<file path="src/rtl/alu_arb_pkg.sv">
// ---------------------------------------------------------------------------
// alu_arb_pkg -- shared types, constants and arithmetic helpers for the
// arbitrated ALU (alu_arb) and its datapath (alu_arb_dp).
//
// Contents:
//   OPW, RW      operand width (18) and result width (24)
//   state_e      arbiter FSM states
//   op_t         one captured operation
//   ext_op       18->24 bit sign/zero extension
//   alu_result   A +/- B + (cinsel ? cin : 0), modulo 2^24
//   alu_ovf      signed overflow flag (only when ALU_ARB_OVF_EN is defined)
// ---------------------------------------------------------------------------
package alu_arb_pkg;

  localparam int OPW = 18;
  localparam int RW  = 24;

  typedef enum logic [1:0] {
    ST_IDLE   = 2'd0,
    ST_ARB    = 2'd1,
    ST_LOCKED = 2'd2
  } state_e;

  typedef struct packed {
    logic [OPW-1:0] a;
    logic [OPW-1:0] b;
    logic           signed_a;
    logic           signed_b;
    logic           addnsub;
    logic           cinsel;
    logic [RW-1:0]  cin;
  } op_t;

  function automatic logic [RW-1:0] ext_op(input logic [OPW-1:0] v, input logic s);
    return s ? {{(RW-OPW){v[OPW-1]}}, v} : {{(RW-OPW){1'b0}}, v};
  endfunction

  function automatic logic [RW-1:0] alu_result(input op_t op);
    logic [RW-1:0] a;
    logic [RW-1:0] b;
    logic [RW-1:0] c;
    a = ext_op(op.a, op.signed_a);
    b = ext_op(op.b, op.signed_b);
    c = op.cinsel ? op.cin : '0;
    return op.addnsub ? (a - b + c) : (a + b + c);
  endfunction

`ifdef ALU_ARB_OVF_EN
  // The three-term sum of 24-bit signed values always fits in 26 bits, so the
  // exact result is computed at that width; overflow means the top three bits
  // of the exact result are not all copies of the 24-bit sign bit.
  function automatic logic alu_ovf(input op_t op);
    logic [RW-1:0]  a;
    logic [RW-1:0]  b;
    logic [RW-1:0]  c;
    logic [RW+1:0]  wa;
    logic [RW+1:0]  wb;
    logic [RW+1:0]  wc;
    logic [RW+1:0]  w;
    a  = ext_op(op.a, op.signed_a);
    b  = ext_op(op.b, op.signed_b);
    c  = op.cinsel ? op.cin : '0;
    wa = {{2{a[RW-1]}}, a};
    wb = {{2{b[RW-1]}}, b};
    wc = {{2{c[RW-1]}}, c};
    w  = op.addnsub ? (wa - wb + wc) : (wa + wb + wc);
    return op.signed_a & op.signed_b &
           (w[RW+1:RW-1] != 3'b000) & (w[RW+1:RW-1] != 3'b111);
  endfunction
`endif

endpackage

</file>
<file path="src/rtl/alu_arb_dp.sv">
// ---------------------------------------------------------------------------
// alu_arb_dp -- arithmetic plus LAT-deep result/tag pipeline for alu_arb.
//
// The operation is evaluated on the transfer cycle and only the result and
// requester tag travel down the pipe, so later changes on the requester
// inputs cannot disturb results already in flight.
//
// Ports:
//   clk, rst_n         clock, asynchronous active-low reset
//   in_valid           an operation transfers this cycle
//   in_id              index of the requester that transferred
//   in_op              the transferred operation
//   out_valid/id/r     result, exactly LAT cycles after the transfer
//   out_ovf            signed overflow flag (only with ALU_ARB_OVF_EN)
//
// Configuration macro: ALU_ARB_OVF_EN adds the overflow flag path.
// ---------------------------------------------------------------------------
module alu_arb_dp
  import alu_arb_pkg::*;
#(
  parameter  int NREQ = 4,
  parameter  int LAT  = 2,
  localparam int IDW  = $clog2(NREQ)
) (
  input  logic           clk,
  input  logic           rst_n,
  input  logic           in_valid,
  input  logic [IDW-1:0] in_id,
  input  op_t            in_op,
  output logic           out_valid,
  output logic [IDW-1:0] out_id,
  output logic [RW-1:0]  out_r
`ifdef ALU_ARB_OVF_EN
  ,
  output logic           out_ovf
`endif
);

  logic           vld_q [LAT];
  logic [IDW-1:0] id_q  [LAT];
  logic [RW-1:0]  r_q   [LAT];
  logic [RW-1:0]  r_new;

  assign r_new = alu_result(in_op);

  // Tag and result are zeroed on idle cycles so the outputs read 0 whenever
  // out_valid is low.
  // NOTE: every stage is reset, not just the valids: the last stage drives the
  // outputs directly and those must read 0 straight out of reset.
  always_ff @(posedge clk or negedge rst_n) begin
    if (!rst_n) begin
      for (int s = 0; s < LAT; s++) begin
        vld_q[s] <= 1'b0;
        id_q[s]  <= '0;
        r_q[s]   <= '0;
      end
    end else begin
      // NOTE: non-blocking assignments make every stage read the pre-edge
      // value of the previous one, which is what makes this a shift register.
      vld_q[0] <= in_valid;
      id_q[0]  <= in_valid ? in_id : '0;
      r_q[0]   <= in_valid ? r_new : '0;
      for (int s = 1; s < LAT; s++) begin
        vld_q[s] <= vld_q[s-1];
        id_q[s]  <= id_q[s-1];
        r_q[s]   <= r_q[s-1];
      end
    end
  end

  assign out_valid = vld_q[LAT-1];
  assign out_id    = id_q[LAT-1];
  assign out_r     = r_q[LAT-1];

`ifdef ALU_ARB_OVF_EN
  logic ovf_q [LAT];

  always_ff @(posedge clk or negedge rst_n) begin
    if (!rst_n) begin
      for (int s = 0; s < LAT; s++) ovf_q[s] <= 1'b0;
    end else begin
      ovf_q[0] <= in_valid & alu_ovf(in_op);
      for (int s = 1; s < LAT; s++) ovf_q[s] <= ovf_q[s-1];
    end
  end

  assign out_ovf = ovf_q[LAT-1];
`endif

endmodule

</file>
<file path="src/rtl/alu_arb.sv">
// ---------------------------------------------------------------------------
// alu_arb -- NREQ requesters share one 24-bit adder/subtractor through a
// round-robin arbiter with optional burst locking.
//
// Ports:
//   clk, rst_n             clock, asynchronous active-low reset
//   req_valid  [NREQ]      requester has an operation
//   req_ready  [NREQ]      one-hot grant (combinational from req_valid + state)
//   req_lock   [NREQ]      keep the grant after this operation
//   req_a/req_b [NREQ*18]  operands, requester i in bits [i*18 +: 18]
//   req_signed_a/b [NREQ]  sign-extend operand A/B
//   req_addnsub [NREQ]     0: A+B, 1: A-B
//   req_cinsel [NREQ]      add req_cin when 1
//   req_cin [NREQ*24]      cascade input, requester i in bits [i*24 +: 24]
//   rsp_valid/id/r         result, LAT cycles after the transfer
//   rsp_ovf                signed overflow flag (only with ALU_ARB_OVF_EN)
//
// Configuration macro: ALU_ARB_OVF_EN adds the rsp_ovf output.
// ---------------------------------------------------------------------------
module alu_arb
  import alu_arb_pkg::*;
#(
  parameter int NREQ      = 4,
  parameter int LAT       = 2,
  parameter int MAX_BURST = 4
) (
  input  logic                    clk,
  input  logic                    rst_n,
  input  logic [NREQ-1:0]         req_valid,
  output logic [NREQ-1:0]         req_ready,
  input  logic [NREQ-1:0]         req_lock,
  input  logic [NREQ*OPW-1:0]     req_a,
  input  logic [NREQ*OPW-1:0]     req_b,
  input  logic [NREQ-1:0]         req_signed_a,
  input  logic [NREQ-1:0]         req_signed_b,
  input  logic [NREQ-1:0]         req_addnsub,
  input  logic [NREQ-1:0]         req_cinsel,
  input  logic [NREQ*RW-1:0]      req_cin,
  output logic                    rsp_valid,
  output logic [$clog2(NREQ)-1:0] rsp_id,
  output logic [RW-1:0]           rsp_r
`ifdef ALU_ARB_OVF_EN
  ,
  output logic                    rsp_ovf
`endif
);

  localparam int IDW = $clog2(NREQ);
  localparam int CW  = 4;

  state_e         state_q;
  logic [IDW-1:0] ptr_q;
  logic [IDW-1:0] owner_q;
  logic [CW-1:0]  cnt_q;

  // Unpack the flat operand buses into one struct per requester.
  op_t req_ops [NREQ];

  for (genvar i = 0; i < NREQ; i++) begin : g_unpack
    assign req_ops[i] = '{
      a:        req_a[i*OPW +: OPW],
      b:        req_b[i*OPW +: OPW],
      signed_a: req_signed_a[i],
      signed_b: req_signed_b[i],
      addnsub:  req_addnsub[i],
      cinsel:   req_cinsel[i],
      cin:      req_cin[i*RW +: RW]
    };
  end

  // Round-robin search from ptr_q upward with wrap. Scanning offsets from the
  // far end down lets the nearest valid requester win without a break.
  logic [IDW-1:0] rr_idx;
  logic           rr_found;
  logic [IDW:0]   cand_sum;
  logic [IDW-1:0] cand_idx;

  // NOTE: every variable gets a default before the loop; a path that leaves
  // one unassigned would infer a latch.
  always_comb begin
    rr_idx   = '0;
    rr_found = 1'b0;
    cand_sum = '0;
    cand_idx = '0;
    for (int k = NREQ - 1; k >= 0; k--) begin
      cand_sum = {1'b0, ptr_q} + (IDW+1)'(k);
      if (cand_sum >= (IDW+1)'(NREQ)) cand_sum = cand_sum - (IDW+1)'(NREQ);
      cand_idx = cand_sum[IDW-1:0];
      if (req_valid[cand_idx]) begin
        rr_found = 1'b1;
        rr_idx   = cand_idx;
      end
    end
  end

  // While locked and the owner is valid only the owner is served. If the
  // owner drops req_valid the lock ends this very cycle and the round-robin
  // search grants someone else immediately, so no cycle is lost.
  logic           owner_hold;
  logic           gnt_any;
  logic [IDW-1:0] gnt_idx;

  assign owner_hold = (state_q == ST_LOCKED) && req_valid[owner_q];
  assign gnt_any    = owner_hold | rr_found;
  assign gnt_idx    = owner_hold ? owner_q : rr_idx;
  assign req_ready  = gnt_any ? (NREQ'(1) << gnt_idx) : '0;

  always_ff @(posedge clk or negedge rst_n) begin
    if (!rst_n) begin
      state_q <= ST_IDLE;
      ptr_q   <= '0;
      owner_q <= '0;
      cnt_q   <= '0;
    end else if (owner_hold) begin
      // Owner transfer; it completes even on the cycle that ends the lock.
      if (!req_lock[owner_q] || (int'(cnt_q) + 1 >= MAX_BURST)) begin
        state_q <= ST_ARB;
        cnt_q   <= '0;
      end else begin
        cnt_q   <= cnt_q + 1'b1;
      end
    end else if (rr_found) begin
      ptr_q <= (rr_idx == IDW'(NREQ - 1)) ? '0 : rr_idx + 1'b1;
      // With MAX_BURST of 1 the first locked transfer already exhausts the
      // burst, so the lock is never entered.
      if (req_lock[rr_idx] && MAX_BURST > 1) begin
        state_q <= ST_LOCKED;
        owner_q <= rr_idx;
        cnt_q   <= CW'(1);
      end else begin
        state_q <= ST_ARB;
        cnt_q   <= '0;
      end
    end else begin
      state_q <= ST_IDLE;
      cnt_q   <= '0;
    end
  end

  alu_arb_dp #(
    .NREQ (NREQ),
    .LAT  (LAT)
  ) u_dp (
    .clk       (clk),
    .rst_n     (rst_n),
    .in_valid  (gnt_any),
    .in_id     (gnt_idx),
    .in_op     (req_ops[gnt_idx]),
    .out_valid (rsp_valid),
    .out_id    (rsp_id),
    .out_r     (rsp_r)
`ifdef ALU_ARB_OVF_EN
    ,
    .out_ovf   (rsp_ovf)
`endif
  );

endmodule

</file>
<file path="config.mk">
export PLATFORM = sky130hd
export DESIGN_NAME = alu_arb
export DESIGN_NICKNAME = d
export VERILOG_FILES = /design/src/rtl/alu_arb_pkg.sv /design/src/rtl/alu_arb_dp.sv /design/src/rtl/alu_arb.sv
export SDC_FILE = /design/constraint.sdc
export NUM_CORES = 1
export LEC_CHECK = 0
export CORE_MARGIN = 1.5
export CORE_UTILIZATION = 42
export DETAILED_ROUTE_END_ITERATION = 6
export PLACE_DENSITY = 0.85
export SETUP_SLACK_MARGIN = 0.5
export SLEW_MARGIN = 15
export SYNTH_ARGS = -nofsm -noshare
export SYNTH_HDL_FRONTEND = slang
export SYNTH_SLANG_ARGS = --single-unit
</file>
<file path="constraint.sdc">
create_clock -name clk -period 5.85 [get_ports clk]
set_input_delay 1.17 -clock clk [delete_from_list [all_inputs] [get_ports clk]]
set_output_delay 1.17 -clock clk [all_outputs]
set_load 0.03 [all_outputs]
</file>
==> results of run 1 <==
-- through the flow --
stage	instances	hold WS, ns	setup WS (ns)
2_1_floorplan	1038	0.3312	-0.03490
3_3_place_gp	1702	0.3328	-0.6358
3_5_place_dp	1702	0.3347	-0.7311
4_1_cts	1737	0.3377	0.2293
5_1_grt	1755	0.3481	0.09626
6_report	1755	0.3336	0.2538
-- sequential cells by signal, summed over array words and instances (netlist names) --
| signal | flops |
|---|---|
| owner_q | 2 |
| u_dp.out_valid | 1 |
| u_dp.id_q | 2 |
| u_dp.out_r | 24 |
| u_dp.out_id | 2 |
| cnt_q | 4 |
| u_dp.vld_q | 1 |
| u_dp.r_q | 24 |
| state_q | 2 |
| ptr_q | 2 |
-- cell type report --
cell class	instances	share of cell area
Inverter	107	0.03058
Tap cell	229	0.02078
Timing Repair Buffer	537	0.3592
Clock buffer	9	0.01633
Sequential cell	64	0.1162
Antenna cell	3	0.0005445
Clock inverter	7	0.006897
Multi-Input combinational cell	799	0.4495
-- metal layers --
layer	share of wire	wire [µm]
met5	0	0
met4	0.044	1549
met3	0.071	2508
met2	0.49	17130
met1	0.40	13920
-- path summary, 6_finish.rpt --
| path | from | endpoint | slack, ns | cells after the start |
|---|---|---|---|---|
| setup / recovery | req_valid[2] | u_dp.r_q[47] | 0.25 | 25 |
| hold / removal | u_dp.r_q[44] | u_dp.out_r[20] | 0.33 | 0 |
| setup reg to reg | owner_q[1] | u_dp.r_q[47] | 0.56 | 24 |
| hold reg to reg | u_dp.r_q[44] | u_dp.out_r[20] | 0.33 | 0 |
| max in group asynchronous | rst_n | u_dp.out_r[7] | 4.32 | 2 |
| min in group asynchronous | rst_n | owner_q[1] | 0.98 | 2 |
-- repair_timing --
action | CTS | global route
gates cloned | 0 | 2
resized for setup | 76 | 102
buffers inserted | 19 | 13
endpoints found under the setup margin | 18 | 16
pin swaps | 27 | 55
-- kinds of logic after synthesis --
logic type / Yosys count
mux: 18
flops: 64
fa+ha+maj: 96
compound gates: 224
simple gates: 422
xor+xnor: 37
other cells: 1
buf+inv: 175
-- placed cells by master (no fill, tap or decap), types with 15 or more instances in the layout --
| master | instances |
|---|---|
| nand2_1 | 243 |
| and2_1 | 17 |
| a21oi_1 | 45 |
| o21ai_0 | 27 |
| xnor2_1 | 25 |
| a21o_1 | 18 |
| buf_6 | 18 |
| fa_1 | 42 |
| ha_1 | 41 |
| nand3_1 | 57 |
| clkdlybuf4s50_1 | 289 |
| o21ai_1 | 15 |
| inv_1 | 98 |
| nor2_1 | 41 |
| buf_4 | 218 |
| dfrtp_1 | 64 |
==> reports/metrics.yaml, run 1 <==
timing:
  fmax_ghz: 0.1787
  worst_slew_margin_rel: 0.4624
  setup_violations: 0
  finalCriticalPeriod_ns: 5.596
  final-hold-violation-count: 0
  drv_slew: 0
  tightestPinTransition_ns: 0.8044
  clock_skew_ns: 0.01408
  rsz0062_at_grt: "true"
  period_share: 0.9566
  setup_tns_ns: 0
place:
  port_buffers: 296
  hpwl_um: 27360
  place_congestion: 1.007
  place_area_mm2: 0.01247
synthesis:
  synth_area_leaders: "dfrtp_1 (20%), fa_1 (12%), nand2_1 (12%)"
  synthAdderAreaFrac: 0.1981
  syn-mean-instance-area_um2: 7.600
  synthCells: 1037
  synthMuxAreaShare: 0.02731
  ys_ff_latch: 64
  synth_top_area_frac: 0.2032
  synth_most_common_cell: "nand2_1"
  ys_seq_area_frac: 0.2032
  synthSimpleGateAreaFrac: 0.2334
  synth_compound_area_frac: 0.1950
  synth_top_cell_by_area: "dfrtp_1"
  syn_area_mm2: 0.007881
  yosys-top-cells-count: "nand2_1 (253), inv_1 (103), dfrtp_1 (64), nand3_1 (61), a21oi_1 (56)"
  synth_top_family_by_area: "simple AND/OR/NAND/NOR gates"
  synth_async_sr_flop_share: 1.000
  synth_edf_count: 0
  ys_types: 72
  synth_xor_area_frac: 0.04461
  synth_warnings: 0
  ys.flop_type: "dfrtp_1"
critical_path:
  worstPathMaxFanout: 7
  crit_buf_inv: 6
  required_ns: 6.14
  worstPathArrival_ns: 5.89
  start_kind: "primary input"
  cp_top_family: "compound AO/OA/AOI/OAI gates"
  criticalPathCategory: "primary input to register"
  critPathMaxStageDelay_ns: 0.46
  crit_slowest_cell: "fa_1"
  worstSetupEndpointType: "register"
die:
  fp.dieW_um: 140.0
  rows: 49
  design.die.area_mm2: 0.01960
  core_mm2: 0.01821
  top_level_ports: 297
  initial_core_util: 0.4328
  die_h_um: 140.0
run:
  maxCapViolCount: 0
grt:
  gr-total-overflow: 0
  grt_first_pass_wirelength_um: 51160
  grt_max_degree: 65
  grtUsageMet1: 0.4356
  grt_usage: 0.3418
  grt.busiest_layer: "met2"
  antenna_found_initial: 3
  grtUsageMet2: 0.5936
  grt_use_met3: 0.03658
  grt_pass1_vias: 9521
drt:
  drt_drc_violations_left: 0
  routedWlPerCell_um: 20.00
  ant_nets: 0
  via_count: 9666
  wirelength_um: 35110
  drtIter0Drc: 860
  vias_per_cell: 5.508
  dr.pass1.iters: 7
finish:
  final.fill_count: 1279
  regArea_mm2: 0.001602
  stdcell_area_mm2: 0.01379
  final_layout_size_suffix_gt1_frac: 0.2567
  post-route-util: 0.7572
  multi_input_area_mm2: 0.006198
  layout.nets: 1880
  area.growth.synth_to_final_pct: 74.95
outcome:
  outcome: "finished, final reports clean"
clock_network:
  cts_tree: "done"
  cts.path.max_buffers: 2
  htreeDepth: 3
  cts_buffers: 9
  cts_hold_buf: 0
  clk_pin_slew_ns: 0.07
  clk_latency_ns: 0.35
  clock_sinks: 64
  clock-root-buffer: "clkbuf_16"
worst_hold_path:
  holdCritPathClass: "register to register"
Power of run 1 is left out: the tool's default activity adds up to more than one toggle a clock period on the data nets, which glitch-free logic cannot reach.
==> run 2, diff against run 1 <==
--- a/config.mk
+++ b/config.mk
@@ -5,9 +5,10 @@
 export SDC_FILE = /design/constraint.sdc
 export NUM_CORES = 1
 export LEC_CHECK = 0
-export CORE_MARGIN = 1.5
+export CORE_MARGIN = 2
 export CORE_UTILIZATION = 42
 export DETAILED_ROUTE_END_ITERATION = 6
+export GPL_TIMING_DRIVEN = 0
 export PLACE_DENSITY = 0.85
 export SETUP_SLACK_MARGIN = 0.5
 export SLEW_MARGIN = 15
==> run 2 against run 1 <==
  * The flow now finishes with violations (setup timing)
  * Highest routed layer unchanged
  * Register-to-register slack lost 0.21 ns
  * Largest cell class unchanged
  * Maximum frequency is 4.6% lower
  * Core utilization down 6.7 points
==> reports/metrics.yaml, run 2 (synthesized netlist as in run 1, its figures left out) <==
timing:
  clock_skew_ns: 0.01284
  final-hold-violation-count: 0
  drv_slew: 0
  setup_violations: 1
  period_share: 1.003
  setup_tns_ns: -0.01594
  fmax_ghz: 0.1705
  fin_ws_ns: -0.01594
  finalCriticalPeriod_ns: 5.866
  rsz0062_at_grt: "true"
  worst_slew_margin_rel: 0.3508
  tightestPinTransition_ns: 0.9657
grt:
  grt_max_degree: 52
  grt_pass1_vias: 9018
  gr-total-overflow: 0
  antenna_found_initial: 5
  grt_first_pass_wirelength_um: 48870
  grt_usage: 0.3234
critical_path:
  worstSetupEndpointType: "register"
  required_ns: 6.07
  crit_slowest_cell: "fa_1"
  start_kind: "primary input"
  worstPathMaxFanout: 10
  criticalPathCategory: "primary input to register"
  worstPathArrival_ns: 6.08
  critPathMaxStageDelay_ns: 0.53
  path_cells: "buf_4 > mux2_4 > a22o_1 > buf_6 > mux2i_4 > clkbuf_8 > clkbuf_4 > nand2_1 > a21oi_1 > o21ai_2 > fa_1 > inv_1 > ha_2 > a21o_1 > a21o_1 > a21oi_2 > o31ai_4 > o221a_4 > a41o_1 > or4b_4 > and3b_1 > mux2i_1 > nand2_1"
die:
  rows: 50
  die_h_um: 141.0
  core_mm2: 0.01858
  design.die.area_mm2: 0.01988
  top_level_ports: 297
  initial_core_util: 0.4242
  fp.dieW_um: 141.0
clock_network:
  clk_latency_ns: 0.34
  cts.path.max_buffers: 2
  cts_tree: "done"
  clock-root-buffer: "clkbuf_16"
  clk_pin_slew_ns: 0.06
  htreeDepth: 3
  cts_buffers: 9
  clock_sinks: 64
finish:
  multi_input_area_mm2: 0.006055
  regArea_mm2: 0.001602
  area.growth.synth_to_final_pct: 62.84
  final_layout_size_suffix_gt1_frac: 0.1801
  layout_commonest_cell: "clkdlybuf4s50_1"
  final.fill_count: 1439
  layout.nets: 1773
  layout_common_cells: "clkdlybuf4s50_1 (291), nand2_1 (246), inv_1 (99)"
drt:
  routedWlPerCell_um: 20.29
  via_count: 9235
  drtIter0Drc: 915
  drt_drc_violations_left: 0
  vias_per_cell: 5.580
  dr.pass1.iters: 7
  wirelength_um: 33580
  ant_nets: 0
place:
  port_buffers: 296
  place_congestion: 0.9500
  hpwl_um: 25370
worst_hold_path:
  holdCritPathClass: "register to register"
outcome:
  violations: "setup timing"
  outcome: "finished, violations left"
run:
  maxCapViolCount: 0
==> run 2: path summary, 6_finish.rpt <==
check	startpoint	endpoint	slack (ns)	cells after the start
max in group asynchronous	rst_n	u_dp.r_q[30]	4.64	2
worst min-delay path	u_dp.r_q[32]	u_dp.out_r[8]	0.34	0
worst max-delay path	req_valid[0]	u_dp.r_q[47]	-0.02	23
worst max register to register	owner_q[0]	u_dp.r_q[47]	0.35	23
min in group asynchronous	rst_n	u_dp.out_id[1]	0.69	1
worst min register to register	u_dp.r_q[32]	u_dp.out_r[8]	0.34	0
==> run 2: per-stage QoR <==
| step | worst slack, ns | hold slack, ns | std cells | utilization | cell area, µm² |
|---|---|---|---|---|---|
| 2_1_floorplan | -0.03490 | 0.3312 | 1038 | - | 8080 |
| 3_3_place_gp | -1.599 | 0.3318 | 1568 | 0.6101 | 11340 |
| 3_5_place_dp | -1.646 | 0.3347 | 1569 | 0.6118 | 11370 |
| 4_1_cts | 0.02506 | 0.3462 | 1637 | 0.6759 | 12560 |
| 5_1_grt | -0.1168 | 0.3514 | 1655 | 0.6907 | 12830 |
| 6_report | -0.01594 | 0.3430 | 1655 | 0.6907 | 12830 |
==> run 2: worst max-delay path: cells and delay by family <==
| family | cells | cell delay, ns |
|---|---|---|
| AOI/OAI and AO/OA | 9 | 1.75 |
| muxes | 3 | 0.67 |
| and+or+nand+nor | 4 | 0.82 |
| adders and majority gates | 2 | 0.85 |
| buffers and inverters | 5 | 0.80 |
==> run 2: repair_timing <==
action,in CTS,in global routing
setup endpoints to repair,24,18
setup buffers,51,13
hold buffers,0,0
gates resized for setup,156,43
gates cloned,1,0
pin swaps,42,40
==> run 2: area by class of cell <==
class,count,share of cell area
multi-input combinational,799,0.4718
tap,234,0.02281
clock inverter,5,0.004387
clock buffer,11,0.01891
sequential,64,0.1248
timing repair buffer,362,0.2746
inverter,107,0.03334
buffer,68,0.04836
antenna,5,0.0009749
==> run 2: metal layers <==
| layer | vias to the layer above | track usage | share of wire |
|---|---|---|---|
| li1 | 4198 | - | - |
| met1 | 4323 | 0.4161 | 0.39 |
| met2 | 582 | 0.5430 | 0.47 |
| met3 | 132 | 0.04891 | 0.086 |
| met4 | 0 | 0.1405 | 0.052 |
| met5 | - | 0 | 0 |
Power of run 2 is left out for the same reason.
==> run 3, diff against run 2 <==
--- a/config.mk
+++ b/config.mk
@@ -8,6 +8,7 @@
 export CORE_MARGIN = 2
 export CORE_UTILIZATION = 42
 export DETAILED_ROUTE_END_ITERATION = 6
+export GPL_ROUTABILITY_DRIVEN = 0
 export GPL_TIMING_DRIVEN = 0
 export PLACE_DENSITY = 0.85
 export SETUP_SLACK_MARGIN = 0.5
==> run 3 against run 2 <==
  * Sequential share of layout area down 0.36 points
  * Critical path type unchanged
  * Maximum frequency down 4.2%
  * Routed wire length up 12%
  * Core utilization up 2.0 points
  * Hold slack better by 0.0024 ns
  * Global-route usage up 0.49 points
  * The run ends with DRC, setup timing left
  * Clock skew down 0.0077 ns
  * Die area unchanged
==> reports/metrics.yaml, run 3 (synthesized netlist as in run 1, its figures left out) <==
critical_path:
  crit_start: "req_valid[1]"
  criticalPathCategory: "primary input to register"
  rr_startpoint: "ptr_q[0]"
  required_ns: 6.10
  worstRegToRegCells: 21
  worstSetupEndpointType: "register"
  worstPathMaxFanout: 10
  worstPathArrival_ns: 6.37
  start_kind: "primary input"
worst_hold_path:
  holdCritPathClass: "register to register"
  hold_depth: 0
  hp-start: "u_dp.r_q[38]"
clock_network:
  clock_sinks: 64
  cts_hold_buf: 0
  cts.path.max_buffers: 2
  cts_buffers: 9
  cts_tree: "done"
  clock-root-buffer: "clkbuf_16"
  htreeDepth: 3
  clk_latency_ns: 0.33
  clk_pin_slew_ns: 0.05
outcome:
  outcome: "finished, violations left"
  violations: "DRC, setup timing"
grt:
  grt_pass1_vias: 9384
  gr-total-overflow: 0
  grt_first_pass_wirelength_um: 50140
  grt_max_degree: 65
  antenna_found_initial: 4
  grt_usage: 0.3284
finish:
  layout.nets: 1795
  post-route-util: 0.7110
  layout_common_cells: "clkdlybuf4s50_1 (291), nand2_1 (242), buf_4 (108)"
  stdcell_area_mm2: 0.01321
  instances_no_fill: 1676
  area.growth.synth_to_final_pct: 67.61
  layout_commonest_cell: "clkdlybuf4s50_1"
  final_layout_size_suffix_gt1_frac: 0.2142
timing:
  rsz0062_at_grt: "true"
  period_share: 1.046
  worst_slew_margin_rel: 0.4652
  finalCriticalPeriod_ns: 6.121
  fmax_ghz: 0.1634
  hold_ws_ns: 0.3454
  fin_ws_ns: -0.2708
  drv_slew: 0
  tightestPinTransition_ns: 0.8022
  clock_skew_ns: 0.005157
  setup_violations: 9
  final-hold-violation-count: 0
drt:
  wirelength_um: 37530
  drt_drc_violations_left: 1
  routedWlPerCell_um: 22.39
  vias_per_cell: 5.950
  ant_nets: 0
  via_count: 9973
  dr.pass1.iters: 7
  drtIter0Drc: 1275
place:
  port_buffers: 296
  place_area_mm2: 0.01134
  place_inst: 1569
  hpwl_um: 25170
die:
  top_level_ports: 297
  initial_core_util: 0.4242
  die_h_um: 141.0
  core_mm2: 0.01858
  fp.dieW_um: 141.0
  design.die.area_mm2: 0.01988
  rows: 50
run:
  maxCapViolCount: 0
[run 3: changes by cell type in the layout (fill, tap and decap cells not counted), sizes merged]
| cell | before | now |
|---|---|---|
| clkbuf | 43 | 29 |
| buf | 107 | 142 |
| inv | 106 | 107 |
| diode | 5 | 4 |
[run 3: what timing repair did]
action,in CTS,in global routing
setup endpoints to repair,24,18
buffers inserted,49,37
pin swaps,38,76
gates cloned,1,0
gates resized for setup,141,118
[run 3: metal layers]
metal / GRT usage / vias to the layer above / wire (µm)
met5: 0 / - / 0
met4: 0.2005 / 0 / 3181
met3: 0.06793 / 269 / 4338
met2: 0.5397 / 879 / 17010
met1: 0.3968 / 4578 / 13000
li1: - / 4247 / -
[run 3: cell type report]
type | instances | area, µm²
repair buffers | 384 | 3672
diodes | 4 | 10.01
clock buffers | 10 | 239.0
plain buffers | 68 | 640.6
inverters | 107 | 419.2
multi-input cells | 799 | 6267
flip-flops and latches | 64 | 1602
well taps | 234 | 292.8
clock inverters | 6 | 67.56
fillers | 1300 | 5370
[run 3: final timing paths]
check | endpoint | slack [ns]
worst max register to register | u_dp.r_q[46] | 0.13
worst min-delay path | u_dp.out_r[14] | 0.35
min in group asynchronous | u_dp.id_q[2] | 0.92
max in group asynchronous | u_dp.out_r[8] | 4.40
worst min register to register | u_dp.out_r[14] | 0.35
worst max-delay path | u_dp.r_q[46] | -0.27
[run 3: worst max-delay path, cell delays in order]
cell and delay [ns]:
buf_6 0.11, a21boi_0 0.29, o22ai_2 0.19, o31ai_4 0.41, nand2_2 0.17, inv_4 0.12, buf_12 0.16, mux2i_4 0.31
clkbuf_8 0.23, o21ai_2 0.09, fa_2 0.60, ha_4 0.21, a21o_1 0.19, a21o_1 0.24, a2111oi_4 0.46, o21ai_2 0.16
a211oi_2 0.34, o31ai_2 0.12, a21o_1 0.25, a2111oi_4 0.30, a31oi_1 0.07, a21oi_1 0.15
[run 3: through the flow]
step / TNS, ns / setup slack (ns)
after global placement: -20.99 / -1.664
after global routing: -1.600 / -0.3534
after detailed placement: -22.88 / -1.709
final: -1.156 / -0.2708
after floorplan: -0.03490 / -0.03490
after CTS: -0.02033 / -0.02033
Power of run 3 is left out for the same reason.
